## src/rtl/sort_register_engine.sv

```systemverilog
// Five-word load / bubble-sort / display-scan engine feeding the result
// multiplexor. R0..R4 hold the words in load order, RP0..RP4 a working copy
// that is sorted ascending. The scan phase then steps the select through
// 1..10 so that all ten registers reach the display in turn.
//
//  state | meaning
//  LOAD  | accepting words into R[idx]/RP[idx], sDataReady high
//  SORT  | one bubble-sort compare per clock, ten compares in total
//  SCAN  | result valid, sSelMux cycles 1..10, SCAN_TICKS clocks per value
module sort_register_engine #(
    parameter int DATAWIDTH  = 9,
    parameter int SELECTION  = 4,
    parameter int SCAN_TICKS = 25000000,
    parameter int SCAN_CNT_W = 25
) (
    input  logic                 CLOCK_50,
    input  logic                 RESET_InHigh,
    input  logic [DATAWIDTH-1:0] sDataIn,
    input  logic                 sDataValid,
    output logic                 sDataReady,
    input  logic                 sClear,
    output logic                 sBusy,
    output logic                 sDone,
    output logic [3:0]           sSwapCount,
    output logic [DATAWIDTH-1:0] sR0,
    output logic [DATAWIDTH-1:0] sR1,
    output logic [DATAWIDTH-1:0] sR2,
    output logic [DATAWIDTH-1:0] sR3,
    output logic [DATAWIDTH-1:0] sR4,
    output logic [DATAWIDTH-1:0] sRP0,
    output logic [DATAWIDTH-1:0] sRP1,
    output logic [DATAWIDTH-1:0] sRP2,
    output logic [DATAWIDTH-1:0] sRP3,
    output logic [DATAWIDTH-1:0] sRP4,
    output logic [SELECTION-1:0] sSelMux
);

    typedef enum logic [1:0] {LOAD, SORT, SCAN} state_t;

    state_t                 state_q;
    logic [2:0]             idx_q;
    logic [1:0]             pass_q;
    logic [2:0]             j_q;
    logic [DATAWIDTH-1:0]   r_q  [5];
    logic [DATAWIDTH-1:0]   rp_q [5];
    logic [3:0]             swap_q;
    logic [SELECTION-1:0]   sel_q;
    logic                   busy_q;
    logic                   done_q;
    logic [SCAN_CNT_W-1:0]  cnt_q;

    logic [DATAWIDTH-1:0]   lo_d;
    logic [DATAWIDTH-1:0]   hi_d;
    logic                   swap_d;
    logic                   last_j_d;
    logic                   last_cmp_d;
    logic                   scan_tc_d;
    logic [SELECTION-1:0]   sel_d;

    // Current compare pair, end-of-pass / end-of-sort detection, scan step.
    always_comb begin
        lo_d       = rp_q[j_q];
        hi_d       = rp_q[j_q + 3'd1];
        swap_d     = lo_d > hi_d;
        last_j_d   = (j_q == (3'd3 - {1'b0, pass_q}));
        last_cmp_d = (pass_q == 2'd3) && last_j_d;
        scan_tc_d  = (cnt_q == SCAN_CNT_W'(SCAN_TICKS - 1));
        sel_d      = (sel_q == SELECTION'(10)) ? SELECTION'(1) : sel_q + SELECTION'(1);
    end

    // Sequencer: load, sort and scan with all outputs registered.
    always_ff @(posedge CLOCK_50) begin
        if (RESET_InHigh || sClear) begin
            // Clear behaves exactly like reset; a word offered on the same
            // edge is deliberately dropped.
            state_q <= LOAD;
            idx_q   <= '0;
            pass_q  <= '0;
            j_q     <= '0;
            swap_q  <= '0;
            sel_q   <= '0;
            busy_q  <= 1'b0;
            done_q  <= 1'b0;
            cnt_q   <= '0;
            for (int i = 0; i < 5; i++) begin
                r_q[i]  <= '0;
                rp_q[i] <= '0;
            end
        end else begin
            case (state_q)
                LOAD: begin
                    if (sDataValid) begin
                        r_q[idx_q]  <= sDataIn;
                        rp_q[idx_q] <= sDataIn;
                        if (idx_q == 3'd4) begin
                            state_q <= SORT;
                            idx_q   <= '0;
                            pass_q  <= '0;
                            j_q     <= '0;
                            swap_q  <= '0;
                            busy_q  <= 1'b1;
                        end else begin
                            idx_q <= idx_q + 3'd1;
                        end
                    end
                end
                SORT: begin
                    // Strict compare keeps equal words in place (stable sort).
                    if (swap_d) begin
                        rp_q[j_q]        <= hi_d;
                        rp_q[j_q + 3'd1] <= lo_d;
                        swap_q           <= swap_q + 4'd1;
                    end
                    if (last_cmp_d) begin
                        state_q <= SCAN;
                        busy_q  <= 1'b0;
                        done_q  <= 1'b1;
                        sel_q   <= SELECTION'(1);
                        cnt_q   <= '0;
                    end else if (last_j_d) begin
                        pass_q <= pass_q + 2'd1;
                        j_q    <= '0;
                    end else begin
                        j_q <= j_q + 3'd1;
                    end
                end
                SCAN: begin
                    if (scan_tc_d) begin
                        cnt_q <= '0;
                        sel_q <= sel_d;
                    end else begin
                        cnt_q <= cnt_q + SCAN_CNT_W'(1);
                    end
                end
                default: state_q <= LOAD;
            endcase
        end
    end

    assign sDataReady = (state_q == LOAD);
    assign sBusy      = busy_q;
    assign sDone      = done_q;
    assign sSwapCount = swap_q;
    assign sSelMux    = sel_q;
    assign sR0        = r_q[0];
    assign sR1        = r_q[1];
    assign sR2        = r_q[2];
    assign sR3        = r_q[3];
    assign sR4        = r_q[4];
    assign sRP0       = rp_q[0];
    assign sRP1       = rp_q[1];
    assign sRP2       = rp_q[2];
    assign sRP3       = rp_q[3];
    assign sRP4       = rp_q[4];

endmodule
```

## config.mk

```make
export PLATFORM = sky130hd
export DESIGN_NAME = sort_register_engine
export DESIGN_NICKNAME = d
export VERILOG_FILES = /design/src/rtl/sort_register_engine.sv
export SDC_FILE = /design/constraint.sdc
export NUM_CORES = 1
export LEC_CHECK = 0
export CAP_MARGIN = 15
export CORE_UTILIZATION = 50
export DETAILED_ROUTE_END_ITERATION = 8
export MAX_ROUTING_LAYER = met4
export PLACE_DENSITY = 0.82
export RECOVER_POWER = 25
export SYNTH_ARGS = -nofsm -noshare
export SYNTH_HDL_FRONTEND = slang
export SYNTH_SLANG_ARGS = --single-unit
```

## constraint.sdc

```tcl
create_clock -name CLOCK_50 -period 4.8 [get_ports CLOCK_50]
set_input_delay 0.96 -clock CLOCK_50 [delete_from_list [all_inputs] [get_ports CLOCK_50]]
set_output_delay 0.96 -clock CLOCK_50 [all_outputs]
set_load 0.01 [all_outputs]
```

Yosys cells after proc, flatten, opt, wreduce, memory -nomap -nowiden. Memory sizes are Yosys's and may differ from the RTL's. A register that Yosys moved wholly into a read port is not among the register bits. Cells that the tools add are included.

Bitwise operators: 1. Equality and inequality tests: 14. Reduce and logical (&&, ||, !) cells: 18. Order comparisons: 1. Muxes and demuxes: 54. Add/sub/neg operators: 7.

Operator list (count): two-way mux 25 bit (2); case mux 25 bit (2 select lines) (1); two-way mux 9 bit (4); OR reduction 9 bit (4); two-way mux 3 bit (11); adder 25 x 1 -> 25 bit (second input constant) (1); == test 25 bit (second input constant) (1); two-way mux 4 bit (6); two-way mux 1 bit (17); case mux 4 bit (2 select lines) (2); AND reduction 4 bit (4); two-way mux 2 bit (7); inequality test 2 bit (second input constant) (6); > comparator 9 bit (1); adder 4 x 1 -> 4 bit (second input constant) (2); adder 3 x 1 -> 3 bit (second input constant) (2); case mux 2 bit (3 select lines) (1); case mux 3 bit (2 select lines) (1); AND reduction 2 bit (3); AND reduction 5 bit (1); == test 2 bit (second input constant) (2); == test 4 bit (second input constant) (1); case mux 2 bit (2 select lines) (1); nonzero test 2 bit (2); other kinds (12) (12).

Input bits: 13. Memory bits (writable): 90. Memories: 2. Word-level logic and storage cells: 106. Output and inout port bits: 101. Register bits after elaboration: 45.

Memory list: r_q (words 5, width 9, read ports 5, clocked after memory_dff 0, write ports 5, RTL line 44) `logic [DATAWIDTH-1:0] r_q [5];`; rp_q (words 5, width 9, read ports 7, clocked after memory_dff 1, write ports 5, RTL line 45) `logic [DATAWIDTH-1:0] rp_q [5];`.

Depth between registers and ports, before layout. Gate-level depths: netlist of the first run. An unclocked memory read counts as a cell.

Depth in word-level cells: 9. Gate-level depth with buffers: 13.

Worst setup path after synthesis of the first run. OpenSTA, ideal clock, no wires.

Path kind: register to register. Start: reg (tool-made name). End: mem rp_q[6][0], enable pin. Stages on the path, launching flop included: 13. Arrival: 4.421 ns. Buffers on the path: 3. Setup slack: -0.008 ns. Setup time: 0.387 ns. Required time: 4.413 ns. Path through: dfxtp_1 buf_2 buf_2 mux4_2 mux2i_1 inv_1 ha_1 nand4_2 a211o_1 a211oi_4 buf_6 mux2_2 o21ai_0.

RTL lines (RTL line): end: declaration (45).

==> summary.md, run 1 <==
| Metric | Value |
|---|---|
| Clock latency on the worst-skew pair | `440 ps` |
| Pins Over Slew Limit | `0` |
| Post-CTS Hold Buffers | `0` |
| Most area-hungry cell type in the Yosys netlist | `edfxtp_1` |
| Worst EP required | `4940 ps` |
| Number of synthesis warnings | `0` |
| Area of the core | `about 17000 um2` |
| Initial antenna violation count | `0` |
| Max Cap Viol | `0` |
| Wirelength, routed | `25200 um` |
| GP Congestion | `0.937` |
| Die footprint | `18400 um2` |
| R2r worst-path depth | `11` |
| Clock Tree Buf Depth | `2` |
| Area growth, synth to finish | `23.4%` |
| Period utilization | `93.8%` |
| Post-synth EDFFs | `117` |
| Share of cells above drive strength 1 | `15.4%` |
| Diode count | `0` |
| Fill count | `1324` |
| Top-area cell type share of the netlist area | `39.3%` |
| WP data arrival | `4650 ps` |
| Clk root buf | `clkbuf_16` |
| Initial Util | `around half` |
| Worst Skew | `approximately 7.9 ps` |
| DRC viols | `0` |
| Largest cells by area after synthesis | `edfxtp_1 39%, dfxtp_1 11%, mux2i_1 7.0%, mux4_2 4.5%, o32ai_1 3.5%` |
| Syn Std Cell Area | `8950 um2` |
| I/O Pins | `about 110` |
| Hold Path Depth | `2` |
| Synth top cells by count | `117 x edfxtp_1, 63 x mux2i_1, 48 x dfxtp_1` |
| CTS tree | `yes` |
| TritonCTS buffer count | `17` |
| Synth Area in Compound Gates | `between 10% and 20%` |
| Status | `complete, no violations` |
| Simple-Gate Fraction of Synth Area | `roughly 14%` |
| Crit path launch type | `flip-flop` |
| Largest net degree at the start of global routing | `44` |
| Leak pwr | `4.05 nW` |
| Final-report hold violation count | `0` |
| Multi-input gate area | `4190 um2` |
| Final Hold Slack | `around 460 ps` |
| Global-route usage over all layers | `29.0%` |
| Flop and latch count out of synthesis | `roughly 170` |
| Critical Setup Path Class | `reg -> reg` |
| Count leader, synth | `edfxtp_1` |
| Cell Pwr Density | `285 nW/um2` |
| Initial DRC Count | `between 800 and 900` |
| Register area share after synthesis | `50.0%` |
| # port buffers | `approximately 110` |
| Placed insts | `1094` |
| First-pass DRT Iterations | `5` |
| CP endpoint kind | `flip-flop` |
| Post-CTS sizing | `0` |
| Synth unique cells | `62` |
| Setup WS pre-CTS | `420 ps` |
| Antenna Nets Post-Route | `0` |
| H-tree depth | `4` |
| Largest family of logic cells by synthesized area | `multiplexers` |
| Async SR Flop Fraction | `0%` |
| Final nets | `between 900 and 1000` |
| Mean area per synthesized cell | `about 12 um2` |
| Final setup violation count | `0` |
| Dpl hpwl | `about 18000 um` |
| Routed vias/inst | `6.57` |
| Worst-Margin Slew | `1100 ps` |
| Min Tclk post-route | `4500 ps` |
| Unrepaired setup endpoints after global routing | `no` |
| Row cnt | `48` |
| CP max FO | `20` |
| Clock-pin slew on the worst setup and hold paths | `70 ps` |
| XOR/XNOR share of the synthesized area | `0.881%` |
| Mux cell area share after synthesis | `roughly 15%` |
| Sink Count | `165` |
| Via count | `7402` |
| Reg area | `about 4500 um2` |
| Net count after synthesis | `slightly below 800` |
| FMAX | `222 MHz` |
| First-pass GRT wire length | `38600 um` |
| Fin cells | `1126` |
| Min-delay worst type | `reg -> reg` |
| Die width | `136 um` |
| Post-synth top flop | `edfxtp_1` |
| VDD IR-drop max | `253 uV` |
| Max-slew headroom | `26.6%` |
| Syn Inst Count | `759` |
| Avg WL per Cell | `roughly 22 um` |
| Setup Buffers After CTS | `0` |
| GRT Residual Overflow | `0` |
| Die H | `136 um` |
| Vias in the first global route | `6802` |
| Final worst slack | `297 ps` |
| Adder-cell area share of the yosys netlist | `2.38%` |
[cells by family (layout without fill, tap and decap cells)]
family / Yosys count / after routing
mux: 107 / 107
simple gates: 231 / 231
fa+ha+maj: 17 / 17
xor+xnor: 9 / 9
buf+inv: 70 / 212
compound gates: 160 / 160
flops: 165 / 165
[worst paths after layout]
path / startpoint / endpoint / slack [ps]
worst min register to register: sDone$_SDFFE_PP0P_ / sDone$_SDFFE_PP0P_ / 460
worst min-delay path: sDone$_SDFFE_PP0P_ / sDone$_SDFFE_PP0P_ / 460
worst max register to register: j_q[1]$_SDFFE_PP0P_ / rp_q[3][4]$_DFFE_PP_ / 300
worst max-delay path: j_q[1]$_SDFFE_PP0P_ / rp_q[3][4]$_DFFE_PP_ / 300
[registers in the layout (all words and copies together) (netlist names), named ones only]
name,flops
j_q,3
pass_q,2
sDone,1
sSelMux,4
state_q,2
idx_q,3
sBusy,1
rp_q,72
sSwapCount,4
cnt_q,25
r_q,45
[where the power goes]
| group | switching (mW) | internal, mW |
|---|---|---|
| Sequential | 0.0273 | 1.56 |
| Combinational | 0.160 | 0.119 |
| Clock | 0.604 | 0.675 |
[stage by stage]
stage	power, mW	area, um2	TNS, ps	util, %
2_1_floorplan	1.74	8950	-150	-
3_3_place_gp	1.89	10500	0	60.3
3_5_place_dp	1.90	10500	0	60.3
4_1_cts	3.15	11100	0	63.4
5_1_grt	3.22	11000	0	63.4
6_report	3.14	11000	0	63.4
[cell type report]
cell class              instances  area share (%)
multi-input cells             524            37.9
flip-flops and latches        165            40.5
well taps                     225            2.55
repair buffers                159            13.4
clock inverters                14            1.05
clock buffers                  18            3.89
inverters                      21           0.714
[layout by cell type (no fill, tap or decap), types with 6 or more instances in the layout]
| cell | instances |
|---|---|
| or3_1 | 16 |
| ha_1 | 17 |
| edfxtp_1 | 117 |
| mux2_2 | 24 |
| o32ai_2 | 7 |
| o21ai_0 | 19 |
| mux4_2 | 18 |
| nand2_1 | 39 |
| a311oi_1 | 14 |
| dlygate4sd3_1 | 86 |
| clkbuf_16 | 17 |
| and3_1 | 23 |
| nor4_1 | 6 |
| nand3_1 | 35 |
| o2111a_1 | 7 |
| buf_4 | 46 |
| o211ai_1 | 7 |
| clkdlybuf4s50_1 | 27 |
| xnor2_1 | 7 |
| mux2i_1 | 63 |
| dfxtp_1 | 48 |
| inv_1 | 21 |
| nor3_1 | 11 |
| and4_1 | 7 |
| nor2b_1 | 7 |
| and2_1 | 30 |
| a21oi_1 | 32 |
| nor2_1 | 31 |
| o32ai_1 | 36 |
| a41oi_1 | 8 |
[worst max-delay path, stage by stage, from the launching register on]
cell and delay [ps]:
dfxtp_1 470, ha_1 450, buf_4 270, or3_1 370, o2111a_1 140, ha_1 350
nand4_2 190, a211o_1 420, a211oi_4 480, mux2_2 570, o211ai_1 250, buf_4 230
[layer usage]
| layer | vias up | global-route usage [%] | wire [um] |
|---|---|---|---|
| met4 | 0 | 9.93 | 669 |
| li1 | 3270 | - | - |
| met2 | 489 | 42.3 | 11500 |
| met5 | - | - | 0 |
| met3 | 79 | 6.58 | 2850 |
| met1 | 3564 | 39.5 | 10200 |
Power figures use the tool's default switching activity.
==> run 2, diff against run 1 <==
--- a/config.mk
+++ b/config.mk
@@ -5,7 +5,7 @@
 export SDC_FILE = /design/constraint.sdc
 export NUM_CORES = 1
 export LEC_CHECK = 0
-export CAP_MARGIN = 15
+export CAP_MARGIN = 20
 export CORE_UTILIZATION = 50
 export DETAILED_ROUTE_END_ITERATION = 8
 export MAX_ROUTING_LAYER = met4
==> results of run 2 <==
The final DEF is identical to that of run 1; final timing and power are the same.
==> run 3, diff against run 2 <==
--- a/config.mk
+++ b/config.mk
@@ -9,8 +9,9 @@
 export CORE_UTILIZATION = 50
 export DETAILED_ROUTE_END_ITERATION = 8
 export MAX_ROUTING_LAYER = met4
-export PLACE_DENSITY = 0.82
+export PLACE_DENSITY = 0.79
 export RECOVER_POWER = 25
+export SLEW_MARGIN = 20
 export SYNTH_ARGS = -nofsm -noshare
 export SYNTH_HDL_FRONTEND = slang
 export SYNTH_SLANG_ARGS = --single-unit
==> constraint.sdc (replaced) <==
create_clock -name CLOCK_50 -period 4.18 [get_ports CLOCK_50]
set_input_delay 0.836 -clock CLOCK_50 [delete_from_list [all_inputs] [get_ports CLOCK_50]]
set_output_delay 0.836 -clock CLOCK_50 [all_outputs]
set_load 0.01 [all_outputs]
==> summary.md, run 3 (synthesized netlist as in run 1, its figures left out) <==
| Metric | Value |
|---|---|
| Status | `complete, but fails checks` |
| Failing checks | `max-capacitance violations, max-slew violations` |
| Worst-Margin Slew | `2350 ps` |
| R2r worst-path depth | `11` |
| Routed vias/inst | `roughly 6.6` |
| Clk root buf | `clkbuf_16` |
| Placed insts | `approximately 1100` |
| Setup TNS | `0 ps` |
| CP max FO | `19` |
| Min Tclk post-route | `4030 ps` |
| Final-report hold violation count | `0` |
| # port buffers | `113` |
| Min-delay worst type | `reg -> reg` |
| GRT Residual Overflow | `0` |
| Area of the core | `17400 um2` |
| CP endpoint kind | `flip-flop` |
| Period utilization | `96.5%` |
| Final setup violation count | `0` |
| Pins Over Slew Limit | `slightly above 40` |
| GP Congestion | `just over 1` |
| FMAX | `248 MHz` |
| Max-slew headroom | `-56.5%` |
| Initial DRC Count | `1072` |
| Most common cell after layout, fill and taps aside | `edfxtp_1` |
| Clock Tree Buf Depth | `2` |
| Via count | `7529` |
| Most frequent cells in the layout | `117 x edfxtp_1, 74 x dlygate4sd3_1, 57 x buf_4` |
| Leak pwr | `4.13 nW` |
| Multi-input gate area | `~4300 um2` |
| Share of cells above drive strength 1 | `between 10% and 20%` |
| Post-CTS Hold Buffers | `0` |
| Crit path launch type | `flip-flop` |
| Biggest register | `rp_q` |
| Reg area | `approximately 4500 um2` |
| Setup WS pre-CTS | `230 ps` |
| I/O Pins | `114` |
| VDD IR-drop max | `285 uV` |
| Antenna Nets Post-Route | `0` |
| Die width | `136 um` |
| H-tree depth | `4` |
| First-pass GRT wire length | `39300 um` |
| Max Cap Viol | `1` |
| Row cnt | `48` |
| Area growth, synth to finish | `26.9%` |
| Worst EP required | `4310 ps` |
| CTS tree | `yes` |
| Unrepaired setup endpoints after global routing | `no` |
| First-pass DRT Iterations | `7` |
| Clock-pin slew on the worst setup and hold paths | `60 ps` |
| Critical Setup Path Class | `reg -> reg` |
| Setup Buffers After CTS | `0` |
| Die H | `136 um` |
| TritonCTS buffer count | `17` |
| Sink Count | `approximately 170` |
| Vias in the first global route | `6947` |
| Dpl hpwl | `approximately 18000 um` |
| Post-CTS sizing | `0` |
| Cell Pwr Density | `roughly 330 nW/um2` |
| Wirelength, routed | `25700 um` |
| Fill count | `roughly 1300` |
| Final worst slack | `146 ps` |
| DRC viols | `0` |
| Avg WL per Cell | `around 22 um` |
| Final nets | `934` |
| Worst Skew | `7.63 ps` |
| Die footprint | `18400 um2` |
| Fin cells | `about 1100` |
| Clock latency on the worst-skew pair | `430 ps` |
| Initial Util | `51.4%` |
| WP data arrival | `~4200 ps` |
| Largest regs | `rp_q x72, r_q x45, cnt_q x25` |
| Largest net degree at the start of global routing | `44` |
| Hold Path Depth | `2` |
| Initial antenna violation count | `0` |
| Global-route usage over all layers | `29.4%` |
| Max reg flops | `72` |
| Diode count | `0` |
==> run 3: changes by cell type in the layout (fill, tap and decap cells not counted), sizes merged <==
cell / before / now
dlygate4sd3: 86 / 74
bufinv: 0 / 3
inv: 28 / 25
buf: 46 / 61
clkinvlp: 1 / 2
clkbuf: 18 / 20
clkdlybuf4s50: 27 / 39
clkinv: 6 / 4
==> run 3: metal layers <==
metal | track usage [%] | wire length (um) | vias up
li1 | - | - | 3303
met1 | 39.0 | 10300 | 3646
met2 | 44.1 | 11900 | 481
met3 | 5.84 | 2440 | 99
met4 | 11.9 | 1020 | 0
met5 | - | 0 | -
==> run 3: report_power, final <==
| group | switching, mW | internal, mW |
|---|---|---|
| logic | 0.185 | 0.146 |
| registers | 0.0270 | 1.79 |
| clock network | 0.676 | 0.950 |
==> run 3: cell type report <==
cell class	count	area share [%]
Timing Repair Buffer	175	14.5
Tap cell	225	2.48
Clock inverter	13	1.52
Inverter	21	0.694
Sequential cell	165	39.4
Multi-Input combinational cell	524	37.6
Clock buffer	19	3.81
==> run 3: worst max-delay path: stages, from the launching register on <==
cell       delay (ps)
dfxtp_2           340
ha_1              450
buf_12            220
or3_1             380
and4_1            170
ha_1              330
nand4_2           140
o221a_2           390
a2111oi_4         540
nor2_2            160
o211ai_1          340
buf_4             280
==> run 3: final timing paths <==
check / to / from / slack, ps
min: sDone$_SDFFE_PP0P_ / sDone$_SDFFE_PP0P_ / 440
min reg2reg: sDone$_SDFFE_PP0P_ / sDone$_SDFFE_PP0P_ / 440
max: rp_q[4][8]$_DFFE_PP_ / j_q[0]$_SDFFE_PP0P_ / 150
max reg2reg: rp_q[4][8]$_DFFE_PP_ / j_q[0]$_SDFFE_PP0P_ / 150
==> run 3: stage by stage <==
step,util [%],area (um2),total power [mW],hold slack (ps)
global route,65.2,11400,3.87,462
floorplan,-,9050,2.01,443
detailed placement,61.7,10800,2.19,439
CTS,65.2,11400,3.79,449
finish,65.2,11400,3.77,444
global placement,61.7,10800,2.19,438
